### src/rtl/mem_port_arbiter.sv
// Round-robin arbiter sharing one single-ported memory between the fetch port and
// the data port. It sequences single accesses and fixed-length read bursts, and aborts on ack timeout.
module mem_port_arbiter #(
    parameter int ADDR_WIDTH = 64,
    parameter int DATA_WIDTH = 64,
    parameter int INST_WIDTH = 32,
    parameter int BURST_LEN  = 4,
    parameter int TIMEOUT    = 255
) (
    input  logic                  clk,
    input  logic                  rst,
    input  logic                  i_req,
    input  logic [ADDR_WIDTH-1:0] i_addr,
    output logic                  i_gnt,
    output logic                  i_rvalid,
    output logic [INST_WIDTH-1:0] i_rdata,
    output logic                  i_err,
    input  logic                  d_req,
    input  logic                  d_we,
    input  logic                  d_burst,
    input  logic [ADDR_WIDTH-1:0] d_addr,
    input  logic [DATA_WIDTH-1:0] d_wdata,
    output logic                  d_gnt,
    output logic                  d_rvalid,
    output logic [DATA_WIDTH-1:0] d_rdata,
    output logic                  d_err,
    output logic                  mem_req,
    output logic                  mem_we,
    output logic [ADDR_WIDTH-1:0] mem_addr,
    output logic [DATA_WIDTH-1:0] mem_wdata,
    input  logic                  mem_ack,
    input  logic [DATA_WIDTH-1:0] mem_rdata,
    output logic [1:0]            dbg_state_o
);

    localparam int BYTES = DATA_WIDTH / 8;
    localparam int OFFS  = $clog2(BYTES);
    localparam int ISEL  = $clog2(INST_WIDTH / 8);
    localparam logic [INST_WIDTH-1:0] NOP = INST_WIDTH'(32'h0000_0013);

    typedef enum logic [1:0] {
        IDLE    = 2'd0,
        I_ACC   = 2'd1,
        D_ACC   = 2'd2,
        D_BURST = 2'd3
    } state_t;

    state_t                state_q, state_d;
    logic                  last_was_d_q, last_was_d_d;
    logic [ADDR_WIDTH-1:0] addr_q, addr_d;
    logic                  we_q, we_d;
    logic [DATA_WIDTH-1:0] wdata_q, wdata_d;
    logic [4:0]            beat_q, beat_d;
    logic [7:0]            wait_q, wait_d;
    logic                  i_rvalid_q, i_rvalid_d;
    logic                  i_err_q, i_err_d;
    logic [INST_WIDTH-1:0] i_rdata_q, i_rdata_d;
    logic                  d_rvalid_q, d_rvalid_d;
    logic                  d_err_q, d_err_d;
    logic [DATA_WIDTH-1:0] d_rdata_q, d_rdata_d;
    logic                  timed_out;
    logic                  unused_addr_bits;

    // Handshake: a requester holds req until it sees gnt; gnt is only ever given in IDLE.
    // mem_req stays high until mem_ack, or drops when the wait counter hits TIMEOUT.
    always_comb begin
        state_d      = state_q;
        last_was_d_d = last_was_d_q;
        addr_d       = addr_q;
        we_d         = we_q;
        wdata_d      = wdata_q;
        beat_d       = beat_q;
        wait_d       = wait_q;
        i_rvalid_d   = 1'b0;
        i_err_d      = i_err_q;
        i_rdata_d    = i_rdata_q;
        d_rvalid_d   = 1'b0;
        d_err_d      = d_err_q;
        d_rdata_d    = d_rdata_q;
        i_gnt        = 1'b0;
        d_gnt        = 1'b0;
        mem_req      = 1'b0;
        mem_we       = 1'b0;
        timed_out    = (wait_q == 8'(TIMEOUT));

        case (state_q)
            IDLE: begin
                // On a tie the side that did not win last time goes first.
                if (d_req && (!i_req || !last_was_d_q)) begin
                    d_gnt        = 1'b1;
                    addr_d       = d_addr;
                    we_d         = d_we;
                    wdata_d      = d_wdata;
                    beat_d       = 5'd0;
                    wait_d       = 8'd0;
                    last_was_d_d = 1'b1;
                    state_d      = (d_burst && !d_we) ? D_BURST : D_ACC;
                end else if (i_req) begin
                    i_gnt        = 1'b1;
                    addr_d       = i_addr;
                    we_d         = 1'b0;
                    beat_d       = 5'd0;
                    wait_d       = 8'd0;
                    last_was_d_d = 1'b0;
                    state_d      = I_ACC;
                end
            end
            I_ACC: begin
                if (timed_out) begin
                    i_rvalid_d = 1'b1;
                    i_err_d    = 1'b1;
                    i_rdata_d  = NOP;
                    state_d    = IDLE;
                end else begin
                    mem_req = 1'b1;
                    if (mem_ack) begin
                        i_rvalid_d = 1'b1;
                        i_err_d    = 1'b0;
                        i_rdata_d  = addr_q[ISEL] ? mem_rdata[2*INST_WIDTH-1:INST_WIDTH]
                                                  : mem_rdata[INST_WIDTH-1:0];
                        state_d    = IDLE;
                    end else begin
                        wait_d = wait_q + 8'd1;
                    end
                end
            end
            D_ACC, D_BURST: begin
                if (timed_out) begin
                    d_rvalid_d = 1'b1;
                    d_err_d    = 1'b1;
                    d_rdata_d  = '0;
                    state_d    = IDLE;
                end else begin
                    mem_req = 1'b1;
                    mem_we  = (state_q == D_ACC) && we_q;
                    if (mem_ack) begin
                        d_rvalid_d = 1'b1;
                        d_err_d    = 1'b0;
                        d_rdata_d  = mem_rdata;
                        if (state_q == D_ACC || beat_q == 5'(BURST_LEN - 1)) begin
                            state_d = IDLE;
                        end else begin
                            beat_d = beat_q + 5'd1;
                            addr_d = addr_q + ADDR_WIDTH'(BYTES);
                            wait_d = 8'd0;
                        end
                    end else begin
                        wait_d = wait_q + 8'd1;
                    end
                end
            end
            default: state_d = IDLE;
        endcase
    end

    always_ff @(posedge clk or posedge rst) begin
        if (rst) begin
            state_q      <= IDLE;
            last_was_d_q <= 1'b0;
            addr_q       <= '0;
            we_q         <= 1'b0;
            wdata_q      <= '0;
            beat_q       <= 5'd0;
            wait_q       <= 8'd0;
            i_rvalid_q   <= 1'b0;
            i_err_q      <= 1'b0;
            i_rdata_q    <= NOP;
            d_rvalid_q   <= 1'b0;
            d_err_q      <= 1'b0;
            d_rdata_q    <= '0;
        end else begin
            state_q      <= state_d;
            last_was_d_q <= last_was_d_d;
            addr_q       <= addr_d;
            we_q         <= we_d;
            wdata_q      <= wdata_d;
            beat_q       <= beat_d;
            wait_q       <= wait_d;
            i_rvalid_q   <= i_rvalid_d;
            i_err_q      <= i_err_d;
            i_rdata_q    <= i_rdata_d;
            d_rvalid_q   <= d_rvalid_d;
            d_err_q      <= d_err_d;
            d_rdata_q    <= d_rdata_d;
        end
    end

    assign mem_addr         = {addr_q[ADDR_WIDTH-1:OFFS], {OFFS{1'b0}}};
    assign mem_wdata        = wdata_q;
    assign i_rvalid         = i_rvalid_q;
    assign i_err            = i_err_q;
    assign i_rdata          = i_rdata_q;
    assign d_rvalid         = d_rvalid_q;
    assign d_err            = d_err_q;
    assign d_rdata          = d_rdata_q;
    assign dbg_state_o      = state_q;
    assign unused_addr_bits = ^addr_q[ISEL-1:0];

endmodule

### config.mk
export PLATFORM = sky130hd
export DESIGN_NAME = mem_port_arbiter
export DESIGN_NICKNAME = d
export VERILOG_FILES = /design/src/rtl/mem_port_arbiter.sv
export SDC_FILE = /design/constraint.sdc
export NUM_CORES = 1
export LEC_CHECK = 0
export CAP_MARGIN = 40
export CORE_AREA = 2 2 192 194
export DETAILED_ROUTE_END_ITERATION = 10
export DIE_AREA = 0 0 194 196
export PLACE_DENSITY_LB_ADDON = 0.08
export SYNTH_ARGS = -nofsm -noshare
export SYNTH_HDL_FRONTEND = slang
export SYNTH_SLANG_ARGS = --single-unit
export TNS_END_PERCENT = 5
### constraint.sdc
create_clock -name clk -period 10.85 [get_ports clk]
set_input_delay 2.17 -clock clk [delete_from_list [all_inputs] [get_ports clk]]
set_output_delay 2.17 -clock clk [all_outputs]
set_load 0.05 [all_outputs]
==> flow_summary.yaml <==
setup_path:
  slowest_delay_ns: 0.87
  critPathSlowestCell: "clkdlybuf4s50_1"
  critPathKind: "input port to output port"
  r2r_end: "addr_q[63]"
  regToRegStartpoint: "dbg_state_o[1]"
  start_kind: "input port"
  r2r_setup_slack_ns: 7.26
  crit_start: "i_req"
  critPathArrivalTime_ns: 4.69
  cp_max_fo: 57
  critPathTopFamily: "buffers and inverters"
  cpMostUsedCell: "clkdlybuf4s50_1"
  critical_path_required_ns: 8.68
  critPathBufInv: 3
  end_kind: "output port"
  r2r_cells: 9
  path_cells: "clkdlybuf4s50_1, nand2_1, nand2_2, buf_4, and3_1, clkdlybuf4s50_1"
place:
  routabilityCongestion: 0.835
  dp_hpwl_um: 32000
  port_buffers: 489
  place_inst: 2093
  pre_cts_slack_ns: 3.97
pwr:
  power.leakage_nw: 7.51
  irDropWorstVdd_mv: 0.237
  power_mw: 6.45
  powerDensity_nw_per_um2: 351
clocking:
  clk_latency_ns: 0.55
  post_cts_buffers: 0
  cts_max_level: 1
  cts_buffers: 29
  root_buffer: "clkbuf_16"
  cts_tree: "done"
  clk_pin_slew_worst_paths_ns: 0.05
  clkSinkCount: 243
  ctsHoldBuffers: 0
  cts_resized: 0
  cts_buffer_depth: 3
logic_synthesis:
  synth_edf_count: 0
  synth_cell_type_count: 73
  synth_cells: 1256
  synth_ff_type: "dfrtp_1"
  yosysWarnings: 0
  async_flop_share_pct: 100
  synth_area_per_cell_um2: 9.87
  syn_area_um2: 12400
  ys_seq_area_share_pct: 49.1
  ys_ff_latch: 243
global_routing:
  antenna_found_initial: 4
  grt_usage_pct: 22.7
  grt.overflow.total: 0
  grt_max_degree: 112
  grt_pass1_wl_um: 68200
  grt_pass1_vias: 11100
finish:
  final_cells: 2150
  layout-drive-gt1-share_pct: 9.83
  fill_cells: 3392
  area_growth_pct: 48.1
  nets: 1922
status:
  status: "finished, final reports clean"
die:
  dieArea_um2: 38000
  start_util_pct: 34.3
  core_area_um2: 36100
  io_pins: 497
  rows: 70
  die_y_um: 196
  die_w_um: 194
routing:
  wl_um: 44600
  top_layer: "met4"
  vias: 11300
  drcViolationCount: 0
  routedWlPerCell_um: 20.7
  ant_nets: 0
  drt_iter0_drc: 640
  viasPerCell: 5.27
  met2_length_um: 21500
  drt-met1-wl_um: 18900
  first_pass_iters: 5
  wl_met3_um: 3090
min_path:
  hold_path.class: "register to register"
  hold_end: "i_rdata[7]"
  min_from: "i_rdata[7]"
  min_path_cells: 2
timing:
  fin_crit_sh_pct: 63.2
  whs_ns: 0.472
  finalHoldViolCount: 0
  rsz0062_at_grt: "no"
  tns_ns: 0
  clock.fmax_ghz: 0.146
  setup_ws_ns: 3.99
  fin_skew_ns: 0.00997
  report.final.slew_viol_count: 0
  relSlewSlack_pct: 42.9
  min_period_ns: 6.86
  setup_viol: 0
  tightestPinTransition_ns: 0.850
run:
  drv_cap: 0
## synthesized netlist by cell type, types with 3 or more instances
cell | number | area (um2)
dfrtp_1 | 240 | 6010
nand2_1 | 194 | 728
clkbuf_1 | 75 | 282
a22o_1 | 68 | 596
mux2_2 | 66 | 743
buf_4 | 64 | 480
nand3_1 | 61 | 305
o21ai_0 | 60 | 300
nor2_1 | 46 | 173
a21oi_1 | 44 | 220
mux2i_1 | 37 | 370
nor3_1 | 37 | 185
o31ai_1 | 32 | 240
nand4_1 | 29 | 181
and3_1 | 26 | 163
a211oi_1 | 16 | 120
a311oi_1 | 12 | 105
a31oi_1 | 12 | 75.1
inv_1 | 12 | 45.0
and2_1 | 10 | 62.6
and4_1 | 6 | 52.6
nor4_1 | 6 | 37.5
o211ai_1 | 5 | 37.5
buf_1 | 4 | 15.0
nand2b_1 | 4 | 25.0
nor2b_1 | 4 | 25.0
o221a_2 | 4 | 45.0
o41ai_1 | 4 | 35.0
a21o_1 | 3 | 22.5
dfstp_2 | 3 | 78.8
ha_1 | 3 | 37.5
nand3b_1 | 3 | 22.5
nor4b_1 | 3 | 26.3
o2111a_1 | 3 | 33.8
o221ai_1 | 3 | 26.3
o311ai_0 | 3 | 26.3
or2_2 | 3 | 18.8
or3_1 | 3 | 18.8
xor2_1 | 3 | 26.3
## where the power goes
part | leakage [nW] | switching [mW] | internal [mW] | total, mW
Clock | 0.456 | 0.381 | 0.592 | 0.973
Combinational | 4.08 | 2.47 | 1.32 | 3.79
Sequential | 2.97 | 0.347 | 1.34 | 1.68
Total | 7.51 | 3.20 | 3.25 | 6.45
## area by class of cell
type / count / area (um2) / area share (%)
Clock buffer: 46 / 830 / 4.52
Inverter: 12 / 52.6 / 0.286
Multi-Input combinational cell: 858 / 5550 / 30.2
Antenna cell: 4 / 10.0 / 0.0545
Timing Repair Buffer: 512 / 5120 / 27.9
Clock inverter: 7 / 116 / 0.634
Tap cell: 468 / 586 / 3.19
Sequential cell: 243 / 6090 / 33.2
## worst max path at each step
stage,to,slack (ns),cells past startpoint
after detailed placement,i_gnt,3.97,6
after global placement,i_gnt,3.99,6
final,i_gnt,3.99,6
after CTS,i_gnt,3.96,6
after global routing,i_gnt,3.86,6
after floorplan,addr_q[10],2.01,1
## per-layer routing
metal / vias to the layer above / GRT usage, %
met2: 393 / 38.0
met1: 5530 / 29.7
met5: - / 0
met3: 54 / 4.85
li1: 5364 / -
met4: 0 / 6.54
## sequential cells by signal (all words and copies together) (netlist names), 2 cells and up
name,flops
d_rdata,64
wait_q,8
dbg_state_o,2
beat_q,5
mem_wdata,64
i_rdata,32
addr_q,62
## worst register-to-register path, cell delays in order, from the launching register on
cell     delay, ns
dfrtp_2       0.38
buf_4         0.34
nor2_1        0.51
o21ai_1       0.12
buf_4         0.23
nand2_1       0.56
and2_2        0.27
buf_4         0.50
a31oi_1       0.26
a211o_1       0.30
## per-stage QoR
step | instance area [um2] | utilization [%]
floorplan | 12400 | -
global placement | 17300 | 48.0
global route | 18400 | 50.9
CTS | 18300 | 50.8
detailed placement | 17400 | 48.2
finish | 18400 | 50.9
## kinds of logic after synthesis
family | after synthesis | share of synthesized area (%)
and+or+nand+nor | 456 | 18.0
AOI/OAI and AO/OA | 290 | 16.7
DFF | 243 | 49.1
buffers and inverters | 157 | 6.72
muxes | 103 | 8.99
adders and majority gates | 3 | 0.303
xor gates and xnor gates | 3 | 0.212
other | 1 | 0.0303
## cells in the final DEF, fill, tap and decap left out, types with 9 or more instances in the layout
master	instances
nand3_1	61
nor2_1	44
clkbuf_16	29
o31ai_1	32
nand4_1	29
clkdlybuf4s50_1	489
clkbuf_1	13
mux2_2	66
a311oi_1	12
a211oi_1	16
dfrtp_1	238
a31oi_1	12
nand2_1	193
inv_1	11
buf_4	19
and2_1	9
o21ai_0	57
mux2i_1	37
nor3_1	34
a22o_1	68
a21oi_1	43
and3_1	26
No activity file was read; power rests on OpenSTA's default activity.
